<file path="config.mk">
export PLATFORM = sky130hd
export DESIGN_NAME = fft_result_streamer
export DESIGN_NICKNAME = d
export VERILOG_FILES = /design/src/rtl/fft_result_streamer.sv
export SDC_FILE = /design/constraint.sdc
export NUM_CORES = 1
export LEC_CHECK = 0
export CAP_MARGIN = 10
export CORE_UTILIZATION = 55
export CTS_CLUSTER_DIAMETER = 200
export DETAILED_ROUTE_END_ITERATION = 6
export PLACE_DENSITY = 0.85
export SLEW_MARGIN = 20
export SYNTH_ARGS = -nofsm -noshare
export SYNTH_HDL_FRONTEND = slang
export SYNTH_SLANG_ARGS = --single-unit
</file>
<file path="constraint.sdc">
create_clock -name clk -period 2.65 [get_ports clk]
set_input_delay 0.265 -clock clk [delete_from_list [all_inputs] [get_ports clk]]
set_output_delay 0.265 -clock clk [all_outputs]
set_load 0.005 [all_outputs]
</file>
<file path="src/rtl/fft_result_streamer.sv">
// fft_result_streamer: streams FFT result bins from the core read port as valid/ready beats
// Optional feature: define FFT_STREAM_MAG_EN to add m_mag = re*re + im*im to every beat.
// Ports:
//    clk, rst                 clock, synchronous active-high reset
//    flag_fftfinish           core done level; a rising edge in IDLE starts a frame
//    read_addr                registered core read address (k, or bitrev(k) when BITREV=1)
//    dataout_re, dataout_im   core result words, valid RD_LAT cycles after read_addr
//    m_valid, m_ready         output handshake
//    m_re, m_im, m_idx, m_last  beat payload from the FIFO head
//    m_mag                    squared magnitude of the beat (FFT_STREAM_MAG_EN only)
//    busy                     frame in progress
//    frame_drop               one-cycle pulse when a start edge arrives while busy
module fft_result_streamer #(
   parameter int N          = 8,
   parameter int ADDR_W     = 3,
   parameter int DATA_W     = 24,
   parameter int RD_LAT     = 1,
   parameter int FIFO_DEPTH = 4,
   parameter bit BITREV     = 0
) (
   input  logic              clk,
   input  logic              rst,
   input  logic              flag_fftfinish,
   output logic [ADDR_W-1:0] read_addr,
   input  logic [DATA_W-1:0] dataout_re,
   input  logic [DATA_W-1:0] dataout_im,
   output logic              m_valid,
   input  logic              m_ready,
   output logic [DATA_W-1:0] m_re,
   output logic [DATA_W-1:0] m_im,
   output logic [ADDR_W-1:0] m_idx,
   output logic              m_last,
`ifdef FFT_STREAM_MAG_EN
   output logic [2*DATA_W:0] m_mag,
`endif
   output logic              busy,
   output logic              frame_drop
);
   localparam logic [1:0] S_IDLE  = 2'd0;
   localparam logic [1:0] S_ISSUE = 2'd1;
   localparam logic [1:0] S_DRAIN = 2'd2;
   localparam int PW = (FIFO_DEPTH > 1) ? $clog2(FIFO_DEPTH) : 1;
   localparam int CW = $clog2(FIFO_DEPTH + 1);

   logic [1:0]              state_q, state_d;
   logic [ADDR_W-1:0]       k_q, k_d, addr_q, addr_d;
   logic                    prev_q, prev_d, armed_q, armed_d, drop_q, drop_d;
   logic [RD_LAT:0]         v_q, v_d, last_q, last_d;
   logic [RD_LAT:0][ADDR_W-1:0] idx_q, idx_d;
   logic [PW-1:0]           wp_q, wp_d, rp_q, rp_d;
   logic [CW-1:0]           cnt_q, cnt_d;
   logic [31:0]             occ;
   logic                    rise, pop, wr, issue;
   logic [DATA_W-1:0]       mem_re [FIFO_DEPTH];
   logic [DATA_W-1:0]       mem_im [FIFO_DEPTH];
   logic [ADDR_W-1:0]       mem_idx [FIFO_DEPTH];
   logic                    mem_last [FIFO_DEPTH];

   function automatic logic [ADDR_W-1:0] bitrev(input logic [ADDR_W-1:0] a);
      for (int i = 0; i < ADDR_W; i++) bitrev[i] = a[ADDR_W-1-i];
   endfunction

   function automatic logic [PW-1:0] ptr_inc(input logic [PW-1:0] p);
      return (p == PW'(FIFO_DEPTH - 1)) ? '0 : p + PW'(1);
   endfunction

   always_comb begin
      // armed_q blocks a start on the first cycle after reset so a flag held high through reset is not an edge
      rise    = armed_q && flag_fftfinish && !prev_q;
      pop     = m_valid && m_ready;
      wr      = v_q[RD_LAT];
      // credit: everything issued but not yet popped must fit in the FIFO
      occ     = 32'(cnt_q);
      for (int i = 0; i <= RD_LAT; i++) occ = occ + 32'(v_q[i]);
      issue   = (state_q == S_ISSUE) && (occ < FIFO_DEPTH);
      state_d = state_q;
      k_d     = k_q;
      addr_d  = addr_q;
      if (state_q == S_IDLE && rise) begin
         state_d = S_ISSUE;
         k_d     = '0;
      end
      if (issue) begin
         addr_d  = BITREV ? bitrev(k_q) : k_q;
         k_d     = k_q + ADDR_W'(1);
         state_d = (k_q == ADDR_W'(N - 1)) ? S_DRAIN : state_q;
      end
      if (state_q == S_DRAIN && !(|v_q) && (cnt_q == '0 || (cnt_q == CW'(1) && pop))) state_d = S_IDLE;
      drop_d    = rise && (state_q != S_IDLE);
      prev_d    = flag_fftfinish;
      armed_d   = 1'b1;
      // tag pipe: stage 0 lines up with read_addr, stage RD_LAT with the returned data
      v_d[0]    = issue;
      idx_d[0]  = k_q;
      last_d[0] = (k_q == ADDR_W'(N - 1));
      for (int i = 1; i <= RD_LAT; i++) begin
         v_d[i]    = v_q[i-1];
         idx_d[i]  = idx_q[i-1];
         last_d[i] = last_q[i-1];
      end
      cnt_d = cnt_q + CW'(wr) - CW'(pop);
      wp_d  = wr ? ptr_inc(wp_q) : wp_q;
      rp_d  = pop ? ptr_inc(rp_q) : rp_q;
   end

   always_ff @(posedge clk) begin
      if (rst) begin
         state_q <= S_IDLE;
         k_q     <= '0;
         addr_q  <= '0;
         prev_q  <= 1'b0;
         armed_q <= 1'b0;
         drop_q  <= 1'b0;
         v_q     <= '0;
         wp_q    <= '0;
         rp_q    <= '0;
         cnt_q   <= '0;
      end else begin
         state_q <= state_d;
         k_q     <= k_d;
         addr_q  <= addr_d;
         prev_q  <= prev_d;
         armed_q <= armed_d;
         drop_q  <= drop_d;
         v_q     <= v_d;
         wp_q    <= wp_d;
         rp_q    <= rp_d;
         cnt_q   <= cnt_d;
      end
   end

   // tag payload and FIFO storage are qualified by v_q / cnt_q, so they carry no reset
   always_ff @(posedge clk) begin
      idx_q  <= idx_d;
      last_q <= last_d;
      if (wr) begin
         mem_re[wp_q]   <= dataout_re;
         mem_im[wp_q]   <= dataout_im;
         mem_idx[wp_q]  <= idx_q[RD_LAT];
         mem_last[wp_q] <= last_q[RD_LAT];
      end
   end

`ifdef FFT_STREAM_MAG_EN
   logic [2*DATA_W-1:0] re_x, im_x, re_sq, im_sq;
   logic [2*DATA_W:0]   mem_mag [FIFO_DEPTH];
   always_comb begin
      re_x  = {{DATA_W{dataout_re[DATA_W-1]}}, dataout_re};
      im_x  = {{DATA_W{dataout_im[DATA_W-1]}}, dataout_im};
      re_sq = re_x * re_x;
      im_sq = im_x * im_x;
   end
   always_ff @(posedge clk) begin
      if (wr) mem_mag[wp_q] <= {1'b0, re_sq} + {1'b0, im_sq};
   end
   assign m_mag = m_valid ? mem_mag[rp_q] : '0;
`endif

   assign read_addr  = addr_q;
   assign m_valid    = (cnt_q != '0);
   assign m_re       = m_valid ? mem_re[rp_q] : '0;
   assign m_im       = m_valid ? mem_im[rp_q] : '0;
   assign m_idx      = m_valid ? mem_idx[rp_q] : '0;
   assign m_last     = m_valid && mem_last[rp_q];
   assign busy       = (state_q != S_IDLE);
   assign frame_drop = drop_q;
endmodule

</file>
# Word level (Yosys, flattened, before mapping)

Memories as Yosys holds them, arrays and structs flattened. A register that Yosys moved wholly into a read port is not among the register bits.
Index checks and enable logic that the tools add are counted.

$add $sub $neg: 7
Magnitude comparators: 1
Eq/ne operators: 7
Mux-type cells: 21
Reductions and logical operators: 21

Operators with widths:

| cell                  | count |
|---|---|
| $mux W24              | 2 |
| $mux W2               | 13 |
| $logic_and A1 B1 Y1   | 10 |
| $mux W3               | 3 |
| $eq A2 B2 Y1 const B  | 3 |
| $add A4 B1 Y5         | 1 |
| $lt A5 B3 Y1 const B  | 1 |
| $add A2 B1 Y2 const B | 2 |
| $add A3 B1 Y4         | 1 |
| $reduce_bool A2 Y1    | 2 |
| $reduce_or A2 Y1      | 2 |
| $add A3 B1 Y3         | 1 |
| $add A3 B1 Y3 const B | 1 |
| $eq A3 B1 Y1 const B  | 1 |
| $eq A3 B3 Y1 const B  | 1 |
| $logic_not A3 Y1      | 1 |
| $mux W1               | 3 |
| $reduce_bool A3 Y1    | 1 |
| $sub A3 B1 Y3         | 1 |
| $eq A2 B1 Y1 const B  | 1 |
| $logic_not A1 Y1      | 2 |
| $logic_not A2 Y1      | 1 |
| $ne A2 B2 Y1 const B  | 1 |
| $reduce_and A2 Y1     | 1 |
| $logic_or A1 B1 Y1    | 1 |

Register bits: 28
RAM bits: 208
Input port bits: 52
Output and inout port bits: 58
Logic and storage cells: 74
Memories: 4

Memory list:

| name     | depth | width | read ports | clocked after Yosys merged registers in | wr ports | line | RTL |
|---|---|---|---|---|---|---|---|
| mem_im   | 4     | 24    | 1          | 1                                       | 1        | 55   | `logic [DATA_W-1:0] mem_im [FIFO_DEPTH];` |
| mem_re   | 4     | 24    | 1          | 1                                       | 1        | 54   | `logic [DATA_W-1:0] mem_re [FIFO_DEPTH];` |
| mem_idx  | 4     | 3     | 1          | 1                                       | 1        | 56   | `logic [ADDR_W-1:0] mem_idx [FIFO_DEPTH];` |
| mem_last | 4     | 1     | 1          | 1                                       | 1        | 57   | `logic mem_last [FIFO_DEPTH];` |

# Longest topological paths before layout

Gate-level depths: netlist of the first run.

Depth in word-level cells: 6
Mapped depth: 9
Mapped depth without buffers: 8

# Worst setup path before layout of the first run

OpenSTA, ideal clock, no wires.

Kind: reg2reg
Start point: register wp_q[0]
End point: memory mem_idx[3][0] (enable)
Setup time: 0.415 ns
Arrival time: 1.787 ns
Data required time: 2.235 ns
Setup slack: 0.449 ns
Cell stages (with the launch flop): 3
Path buffers: 0
Period minus slack after synthesis: 2.201 ns
Path through: dfxtp_1 ha_1 and2_1

RTL lines:

| element                | line | RTL |
|---|---|---|
| start, declared        | 50   | `logic [PW-1:0] wp_q, wp_d, rp_q, rp_d;` |
| start signal, assigned | 126  | `wp_q <= wp_d;` |
| end, declared          | 56   |  |

No word-level cell before the write port.

==> summary.md, run 1 <==
| Metric | Value |
|---|---|
| Outcome | complete, no violations |
| Wire per inst | 21.4 um |
| Area delta synth->final | 25.3% |
| Pins over their slew limit | 0 |
| Worst-path clk slew | approximately 0.06 ns |
| H-tree depth | 1 |
| Leading area contributor after synthesis | edfxtp_1 |
| F_max | 390 MHz |
| Via/cell ratio | 5.64 |
| Worst Setup Path Type | reg -> out |
| WL final | 17200 um |
| Post-synth ARST share | 0% |
| Post-DP HPWL | slightly above 10000 um |
| Total grt overflow | 0 |
| RSZ-0062 raised after global routing | no |
| Syn nets | ~500 |
| Peak supply drop | 0.000457 V |
| # setup viols final | 0 |
| Clock Tree Buf Depth | 3 |
| Final Power | roughly 10 mW |
| Pre-Repair DR Iteration Count | 4 |
| Seq/Total Area, Yosys | 75.8% |
| Critical Path AT | 2.30 ns |
| Yosys warnings | 0 |
| # diodes | 0 |
| Place WS | between 0.1 and 0.15 ns |
| Detailed Route Iter0 Violations | 315 |
| Max stage delay on crit path | between 0.5 and 0.6 ns |
| Hold_buf cts | 0 |
| Worst clock skew | 0.0156 ns |
| Hold WC Path Type | reg -> reg |
| CP Data Required Time | between 2 and 2.5 ns |
| Avg Cell Area, Syn | 20.4 um^2 |
| Max-slew headroom | 52.1% |
| Post-Syn Instances | around 440 |
| Slowest CP cell | mux4_2 |
| Yosys top cell area share | a little under 70% |
| Largest net degree at the start of global routing | 56 |
| Die ar. | around 0.017 mm^2 |
| First-pass GRT wire length | 26500 um |
| Worst-skew pair later-pin latency | 0.50 ns |
| Ratio of cells with drive above 1 in the final layout | between 10% and 20% |
| Synthesized area | between 0.009 and 0.01 mm^2 |
| # rows | 46 |
| Ys flop type | edfxtp_1 |
| GRT Total Usage | between 20% and 30% |
| # port buffers | between 100 and 150 |
| Post-placement cell count | 762 |
| Cell family with most CP delay | buffers and inverters |
| Crit path buf inv count | 2 |
| Clock Tree Root | clkbuf_16 |
| Power per cell area | between 800 and 900 mW/mm^2 |
| CTS tree | done |
| Remaining antenna violation count | 0 |
| Top sig layer | met4 |
| Worst setup margin | 0.0891 ns |
| Vias in the first global route | ~5000 |
| CTS Buf Count | 23 |
| EDFF count, synth | between 200 and 250 |
| Number of nets in the layout | 636 |
| Critical-path cell list | buf_16 > mux4_2 > and2_1 > clkdlybuf4s50_1 |
| Core box area | around 0.016 mm^2 |
| Final GP Congestion | 0.745 |
| Final hold violation count | 0 |
| Die X | around 130 um |
| Crit path capture type | output port |
| Residual DRC count | 0 |
| Met3 WL | approximately 1000 um |
| Met1 Wirelength | around 6800 um |
| Effective utilization at floorplan | approximately 57% |
| CP max FO | 15 |
| Synth area leaders | edfxtp_1 (69%), mux4_2 (13%), dfxtp_1 (6.6%) |
| Non-filler cells, final | 805 |
| Post-route minimum period | between 2 and 3 ns |
| Final cycle utilization of the critical path | approximately 97% |
| Most common library cells after synthesis | edfxtp_1 (208), and2_1 (56), mux4_2 (52), dfxtp_1 (30), clkbuf_1 (12) |
| Post-synth cell types | 35 |
| Leak Pwr | between 3 and 4 nW |
| Final TNS setup | 0 ns |
| Slew @ Worst Pin | a little over 0.7 ns |
| Max cap viols | 0 |
| Most frequent cell after synthesis | edfxtp_1 |
| Clk sinks | 238 |
| Antenna violations before repair | 0 |
| Via count | roughly 4500 |
| Chip height | around 130 um |
| Filler Cell Count | approximately 970 |
| #FFs+latches synth | approximately 240 |
| Kind of start point of the critical path | register |
| Routed wire length on met2 | ~9100 um |
| Top Ports | 110 |
-- worst reg2reg max path, cell delays in order, from the launching register on --
cell	delay [ns]
dfxtp_1	0.49
or3_2	0.21
buf_12	0.23
nand2_1	0.17
o21ai_0	0.22
ha_1	0.18
inv_1	0.05
fa_1	0.38
xnor2_1	0.17
nor2_1	0.06
-- registers in the layout, indices dropped and copies added (netlist names), named ones only --
register	count
mem_im	96
mem_re	96
mem_idx	12
mem_last	4
cnt_q	3
idx_d	3
idx_q	3
k_q	3
read_addr	3
last_q	2
rp_q	2
state_q	2
v_q	2
wp_q	2
armed_q	1
frame_drop	1
prev_q	1
-- logic make-up (layout without fill, tap and decap cells) --
kind of cell               count (synthesis)  count (layout)  synth area share, %
muxes                                     54              54                 13.2
and+or+nand+nor                           91              91                 6.13
adders and majority gates                 11              11                 1.61
AOI/OAI and AO/OA                         25              25                 2.12
buffers and inverters                     24             169                 1.09
DFF                                      238             238                 75.8
xor gates and xnor gates                   1               1               0.0969
-- layout by cell type, fill, tap and decap left out, drive strengths merged, types with 2 or more instances in the layout --
| cell | count |
|---|---|
| a21oi | 8 |
| o21ai | 4 |
| nor2b | 3 |
| mux4 | 52 |
| o211ai | 2 |
| or3 | 2 |
| dfxtp | 30 |
| nor2 | 12 |
| edfxtp | 208 |
| clkdlybuf4s50 | 108 |
| nand2b | 2 |
| and2 | 56 |
| clkinv | 11 |
| clkbuf | 29 |
| ha | 10 |
| inv | 4 |
| o41ai | 3 |
| buf | 12 |
| nand2 | 8 |
| nor3 | 2 |
| a31o | 3 |
| mux2i | 2 |
| bufinv | 3 |
-- final timing paths --
path,start,end,slack [ns],cells after the start
setup reg to reg,cnt_q[2],cnt_q[2],0.37,9
hold / removal,last_q[0],last_q[1],0.32,0
setup / recovery,register,m_re[14],0.09,4
hold reg to reg,last_q[0],last_q[1],0.32,0
-- what timing repair did --
action	CTS	global route
endpoints found under the setup margin	3	11
gates cloned	0	2
resized for setup	2	5
setup buffers	0	0
-- cell type report --
class                   count  area, um^2  area share (%)
clock inverters            14         136            1.20
multi-input cells         182        2100            18.5
clock buffers              27         591            5.22
flip-flops and latches    238        6850            60.5
inverters                   5        18.8           0.166
well taps                 216         270            2.39
repair buffers            123        1350            12.0
-- layer usage --
metal	track usage [%]	up-vias
li1	-	2030
met1	25.9	2343
met5	0	-
met3	3.61	30
met2	37.5	139
met4	6.77	0
-- power by group --
part           total (mW)  internal, mW  switching [mW]
clock network        3.14          1.88            1.27
registers            4.29          4.18           0.110
logic                2.59          1.58            1.01
total                10.0          7.64            2.39
-- metrics by stage --
step | hold slack [ns] | area, um^2 | utilization, %
6_report | 0.324 | 11300 | 71.0
4_1_cts | 0.328 | 11300 | 70.6
3_5_place_dp | 0.316 | 10500 | 66.0
2_1_floorplan | 0.310 | 9040 | -
5_1_grt | 0.332 | 11300 | 71.0
3_3_place_gp | 0.316 | 10500 | 66.0
No activity file was read; power rests on OpenSTA's default activity.
==> run 2: changes to the inputs <==
--- a/config.mk
+++ b/config.mk
@@ -6,9 +6,9 @@
 export NUM_CORES = 1
 export LEC_CHECK = 0
-export CAP_MARGIN = 10
 export CORE_UTILIZATION = 55
 export CTS_CLUSTER_DIAMETER = 200
 export DETAILED_ROUTE_END_ITERATION = 6
 export PLACE_DENSITY = 0.85
+export SKIP_CTS_REPAIR_TIMING = 1
 export SLEW_MARGIN = 20
 export SYNTH_ARGS = -nofsm -noshare
==> constraint.sdc (replaced) <==
create_clock -name clk -period 2.65 [get_ports clk]
set_input_delay 0.265 -clock clk [delete_from_list [all_inputs] [get_ports clk]]
set_output_delay 0.265 -clock clk [all_outputs]
set_load 0.01 [all_outputs]
==> run 2 against run 1 <==
Sequential power about the same. Wire length rose by 8.5%. Cell count rose by 1.5%. Register-to-register slack better by 0.22 ns. Flip-flop and latch count unchanged. Highest routed layer unchanged. Setup slack got worse by 0.062 ns. Power rose by 0.90%.
==> summary.md, run 2 (synthesized netlist as in run 1, its figures left out) <==
| Metric | Value |
|---|---|
| RSZ-0062 raised after global routing | yes |
| GRT Total Usage | 20.6% (-0.33 points) |
| Placed instance area | 0.0105 mm^2 (-0.33%) |
| Ratio of cells with drive above 1 in the final layout | 20.9% (+2.7 points) |
| WL final | 18700 um (+8.5%) |
| Worst-path clk slew | 0.06 ns (about the same) |
| Die X | 130 um (unchanged) |
| Residual DRC count | 0 (unchanged) |
| Max cap viols | 0 (unchanged) |
| CTS Buf Count | 23 (unchanged) |
| Area delta synth->final | 26.4% |
| Final GP Congestion | 0.798 (+7.1%) |
| Outcome | complete, no violations |
| Kind of start point of the critical path | register |
| Commonest non-fill, non-tap cell in the layout | edfxtp_1 |
| F_max | 381 MHz (-2.4%) |
| Pre-Repair DR Iteration Count | 4 (unchanged) |
| Critical Path AT | 2.36 ns (+0.06 ns) |
| Clk sinks | 238 (unchanged) |
| CP Data Required Time | 2.38 ns (about the same) |
| Post-DP HPWL | 10300 um (-0.96%) |
| Post-route minimum period | 2.62 ns (+0.0623 ns) |
| Effective utilization at floorplan | 56.7% (unchanged) |
| Final TNS setup | 0 ns (unchanged) |
| Clock Tree Buf Depth | 3 (unchanged) |
| Filler Cell Count | 916 (-5.5%) |
| CP max FO | 10 (-5) |
| First-pass GRT wire length | 25800 um (-2.8%) |
| Int Power | 7.46 mW (-2.3%) |
| Worst-skew pair later-pin latency | 0.52 ns (+0.02 ns) |
| Clock share of power | 29.7% (-1.6 points) |
| Sequential share of power | 42.4% (-0.4 points) |
| Antenna violations before repair | 1 (+1) |
| Gate power share | 27.9% (+2.0 points) |
| Wire per inst | 22.9 um (+6.9%) |
| Top Ports | 110 (unchanged) |
| Switching share of power | 26.2% (+2.4 points) |
| Max-slew headroom | 55.3% (+3.2 points) |
| Number of nets in the layout | 646 (+1.6%) |
| Psw | 2.65 mW (+11%) |
| # port buffers | 109 (unchanged) |
| Crit path capture type | output port |
| Total grt overflow | 0 (unchanged) |
| Leak Pwr | 4.25 nW (+16%) |
| # rows | 46 (unchanged) |
| Worst Setup Path Type | reg -> out |
| Largest net degree at the start of global routing | 51 (-8.9%) |
| Final cycle utilization of the critical path | 99.0% (+2.4 points) |
| Core box area | 0.0159 mm^2 (unchanged) |
| Peak supply drop | 0.000454 V (-0.69%) |
| Biggest regs | mem_im x96, mem_re x96, mem_idx x12 |
| Hold WC Path Type | reg -> reg |
| Remaining antenna violation count | 0 (unchanged) |
| Worst clock skew | 0.0232 ns (+0.00755 ns) |
| Design Area, Final | 0.0114 mm^2 (+0.85%) |
| Via/cell ratio | 5.68 (+0.66%) |
| Chip height | 130 um (unchanged) |
| Slew @ Worst Pin | 0.666 ns (-0.0529 ns) |
| Final hold violation count | 0 (unchanged) |
| WHS | 0.331 ns (+0.00649 ns) |
| Post-layout util | 71.6% (+0.60 points) |
| Power per cell area | 886 mW/mm^2 (about the same) |
| Pins over their slew limit | 0 (unchanged) |
| Detailed Route Iter0 Violations | 380 (+21%) |
| H-tree depth | 1 (unchanged) |
| CTS tree | done |
| Vias in the first global route | 4815 (-2.1%) |
| Die ar. | 0.0169 mm^2 (unchanged) |
| # setup viols final | 0 (unchanged) |
| Via count | 4640 (+2.2%) |
| Clock Tree Root | clkbuf_16 |
| Area of the multi-input gates | 0.00210 mm^2 (+0.18%) |
| FF+latch area | 0.00685 mm^2 (about the same) |
| Most frequent cells in the layout | edfxtp_1 (208), clkdlybuf4s50_1 (71), mux4_2 (52), and2_1 (52), dlymetal6s2s_1 (38) |
-- run 2: worst paths after layout --
check                              start        to  slack (ns)  cells after the start
worst max-delay path            register   m_re[8]        0.03                      4
worst min-delay path            idx_d[5]  idx_q[5]        0.33                      0
worst max register to register  cnt_q[1]  cnt_q[2]        0.59                      8
worst min register to register  idx_d[5]  idx_q[5]        0.33                      0
-- run 2: worst max-delay path: stages (launching register included) --
cell and delay (ns):
dfxtp_4 0.45, buf_16 0.18, mux4_2 0.53, and2_1 0.20, clkdlybuf4s50_1 0.48
-- run 2: per-layer routing --
layer  up-vias  share of wire, %  global-route usage, %
met2       175                53                   35.9
met4         0               2.3                   6.29
met5         -                 0                      0
met3        37               5.7                   3.81
met1      2374                39                   26.5
li1       2054                 -                      -
-- run 2: cell type report --
type                            count  area share [%]
Clock buffer                       32            5.65
Multi-Input combinational cell    182            18.4
Sequential cell                   238            60.0
Antenna cell                        2          0.0438
Inverter                            5           0.164
Tap cell                          216            2.37
Timing Repair Buffer              133            13.0
Clock inverter                      9           0.395
-- run 2: power groups by stage --
stage	clock network, mW	registers, mW	logic, mW
2_1_floorplan	0	4.31	1.42
3_3_place_gp	0	4.32	2.62
3_5_place_dp	0	4.34	2.67
4_1_cts	3.04	4.26	2.71
5_1_grt	3.20	4.30	3.01
6_report	3.01	4.29	2.82
-- run 2: through the flow --
| step | total power, mW | worst slack [ns] | cells |
|---|---|---|---|
| 2_1_floorplan | 5.73 | 0.449 | 444 |
| 3_3_place_gp | 6.94 | 0.410 | 764 |
| 3_5_place_dp | 7.01 | 0.368 | 764 |
| 4_1_cts | 10.0 | -0.188 | 805 |
| 5_1_grt | 10.5 | -0.0238 | 816 |
| 6_report | 10.1 | 0.0268 | 817 |
==> variant, RTL diff (settings of run 2) <==
`FIFO_DEPTH`: 4 -> 16.
--- a/src/rtl/fft_result_streamer.sv
+++ b/src/rtl/fft_result_streamer.sv
@@ -15,7 +15,7 @@
    parameter int ADDR_W     = 3,
    parameter int DATA_W     = 24,
    parameter int RD_LAT     = 1,
-   parameter int FIFO_DEPTH = 4,
+   parameter int FIFO_DEPTH = 16,
    parameter bit BITREV     = 0
 ) (
    input  logic              clk,
Formal check against the unedited RTL: not equivalent (Yosys sat finds a counterexample within 10 cycles, from zero or initial values and one cycle with rst high).
==> variant against run 2 <==
- the run now ends with setup timing left
- final area grew to 3.4 times the old value
- via count grew to 3.8 times the old value
- sequential cell count increased by 632
- power grew to 3.4 times the old value
- wire length grew to 4.7 times the old value
- core utilization fell by 5.3 points
- area after synthesis increased to 3.6 times the old value
- register-to-register slack worse by 800 ps
- setup slack worse by 480 ps
- maximum frequency shrank 16%
- largest power group unchanged
- highest routed layer unchanged
==> variant: results (changes against run 2) <==
| Metric | Value |
|---|---|
| Ys async rst share | `0% (unchanged)` |
| Lkg Pwr | `12.51 nW (was 4.251 nW)` |
| Initial antenna violation count | `3 (was 1)` |
| Placed insts | `2,325 (was 764)` |
| Sequential-to-total area share from yosys stat | `78.48% (was 75.77%)` |
| DR pass1 iterations | `5 (was 4)` |
| Main synth FF type | `edfxtp_1 (unchanged)` |
| Global Route Usage Sum | `27.13% (was 20.62%)` |
| Skew final | `18.16 ps (was 23.19 ps)` |
| Syn Nets | `1,497 (was 507)` |
| Setup ws final | `-456.0 ps (was 26.77 ps)` |
| DP Area | `35,850 um2 (was 10,480 um2)` |
| HPWL after DPL | `41,270 um (was 10,290 um)` |
| Global-route wire length before repair | `116,600 um (was 25,760 um)` |
| Total wire length | `88,410 um (was 18,720 um)` |
| IO Port Bufs | `109 (unchanged)` |
| Commonest cells in the netlist | `832 x edfxtp_1, 208 x mux4_2, 40 x a221o_1, 40 x a22o_1, 38 x dfxtp_1 (was 208 x edfxtp_1, 56 x and2_1, 52 x mux4_2)` |
| Worst Tran Pin Value | `670.7 ps (was 665.8 ps)` |
| Layout cells sized above 1 | `32.63% (was 20.87%)` |
| Setup_tns | `-16,720 ps (was 0 ps)` |
| Nets | `1,754 (was 646)` |
| Clk slew on worst S/H paths | `60 ps (about the same)` |
| Failing checks | `setup timing` |
| Largest registers | `mem_im x384, mem_re x384, mem_idx x48 (was mem_im x96, mem_re x96, mem_idx x12)` |
| DR iter-0 viols | `2,504 (was 380)` |
| H-tree lvl count | `3 (was 1)` |
| Hold Crit Class | `in -> reg (was reg -> reg)` |
| RePlAce Congestion | `0.7703 (was 0.7979)` |
| Largest net degree at the start of global routing | `47 (was 51)` |
| Number of global-route vias before repair | `17.32k (was 4,815)` |
| CTS Root Cell | `clkbuf_16 (unchanged)` |
| Vias per inst | `6.887 (was 5.679)` |
| Ys Warns | `0 (unchanged)` |
| Largest cells by area after synthesis | `edfxtp_1 76%, mux4_2 14%, dfxtp_1 2.3% (was edfxtp_1 69%, mux4_2 13%, dfxtp_1 6.6%)` |
| Crit path DAT | `2840 ps (was 2360 ps)` |
| Cells after Synth | `1,428 (was 444)` |
| Final Setup Violations | `53 (was 0)` |
| Status | `finished, violations left (was completed)` |
| Clock tree buffer depth | `3 (unchanged)` |
| Synth cell types | `51 (was 35)` |
| Wire per inst | `34.96 um (was 22.91 um)` |
| Clk_lat worst skew | `640 ps (was 520 ps)` |
| CTS buffer count | `83 (was 23)` |
| Worst-path maximum fanout | `6 (was 10)` |
| Max IR drop VDD | `0.5077 mV (was 0.4539 mV)` |
| EDFF count, synth | `832 (was 208)` |
variant: cell types whose count changed in the layout (fill, tap and decap cells not counted), sizes merged, moves of 40 or more:
cell / change
clkbuf: +110
edfxtp: +624
buf: +120
a221o: +40
mux4: +156
a22o: +40
and2: -40
variant: cell families (layout without fill, tap and decap cells):
group / after synthesis / count (layout) / share of synthesized area (%)
other cells: 0 / 3 / 0
buf+inv: 86 / 411 / 1.217
simple gates: 114 / 114 / 1.899
xor+xnor: 4 / 4 / 0.1068
fa+ha+maj: 17 / 17 / 0.6713
mux: 210 / 210 / 14.34
compound gates: 127 / 127 / 3.288
flops: 870 / 870 / 78.48
variant: area by class of cell:
class | instances | area, um2
Antenna cell | 3 | 7.507
Clock buffer | 102 | 2263
Clock inverter | 51 | 531.8
Fill cell | 3348 | 19900
Inverter | 12 | 51.30
Multi-Input combinational cell | 472 | 6842
Sequential cell | 870 | 25760
Tap cell | 773 | 967.2
Timing Repair Buffer | 246 | 2701
variant: per-layer routing:
layer  vias up  global-route usage, %  wire, um
li1       6637                      -         -
met1      8853                  35.26     29280
met2      1626                  44.85     44180
met3       302                  4.826     10500
met4         0                  12.64      4449
met5         -                      0         0
variant: final timing paths:
check	from	end	slack [ps]	cells past startpoint
setup reg to reg	cnt_q[2]	cnt_q[4]	-210	15
hold reg to reg	idx_d[4]	idx_q[4]	330	0
hold / removal	flag_fftfinish	prev_q	240	2
setup / recovery	cnt_q[2]	m_last	-460	10
variant: critical path, cell delays in order, from the launching register on:
cell and delay (ps):
dfxtp_2 340, inv_2 70, ha_4 130, nor4b_4 360, inv_4 50, and3_4 230, buf_6 150, buf_6 110
a22o_1 220, a221o_1 360, buf_2 180
variant: power by group:
group | switching [mW] | total [mW] | internal, mW
sequential | 0.101 | 15.2 | 15.1
combinational | 3.20 | 6.27 | 3.07
clock | 5.26 | 12.4 | 7.15
total | 8.55 | 33.9 | 25.4
variant: per-stage QoR:
| step | worst slack, ps | utilization (%) |
|---|---|---|
| final | -456.0 | 66.29 |
| after floorplan | 47.64 | - |
| after detailed placement | -337.6 | 60.74 |
| after global routing | -508.4 | 66.28 |
| after CTS | -1132 | 65.47 |
| after global placement | -147.9 | 60.74 |
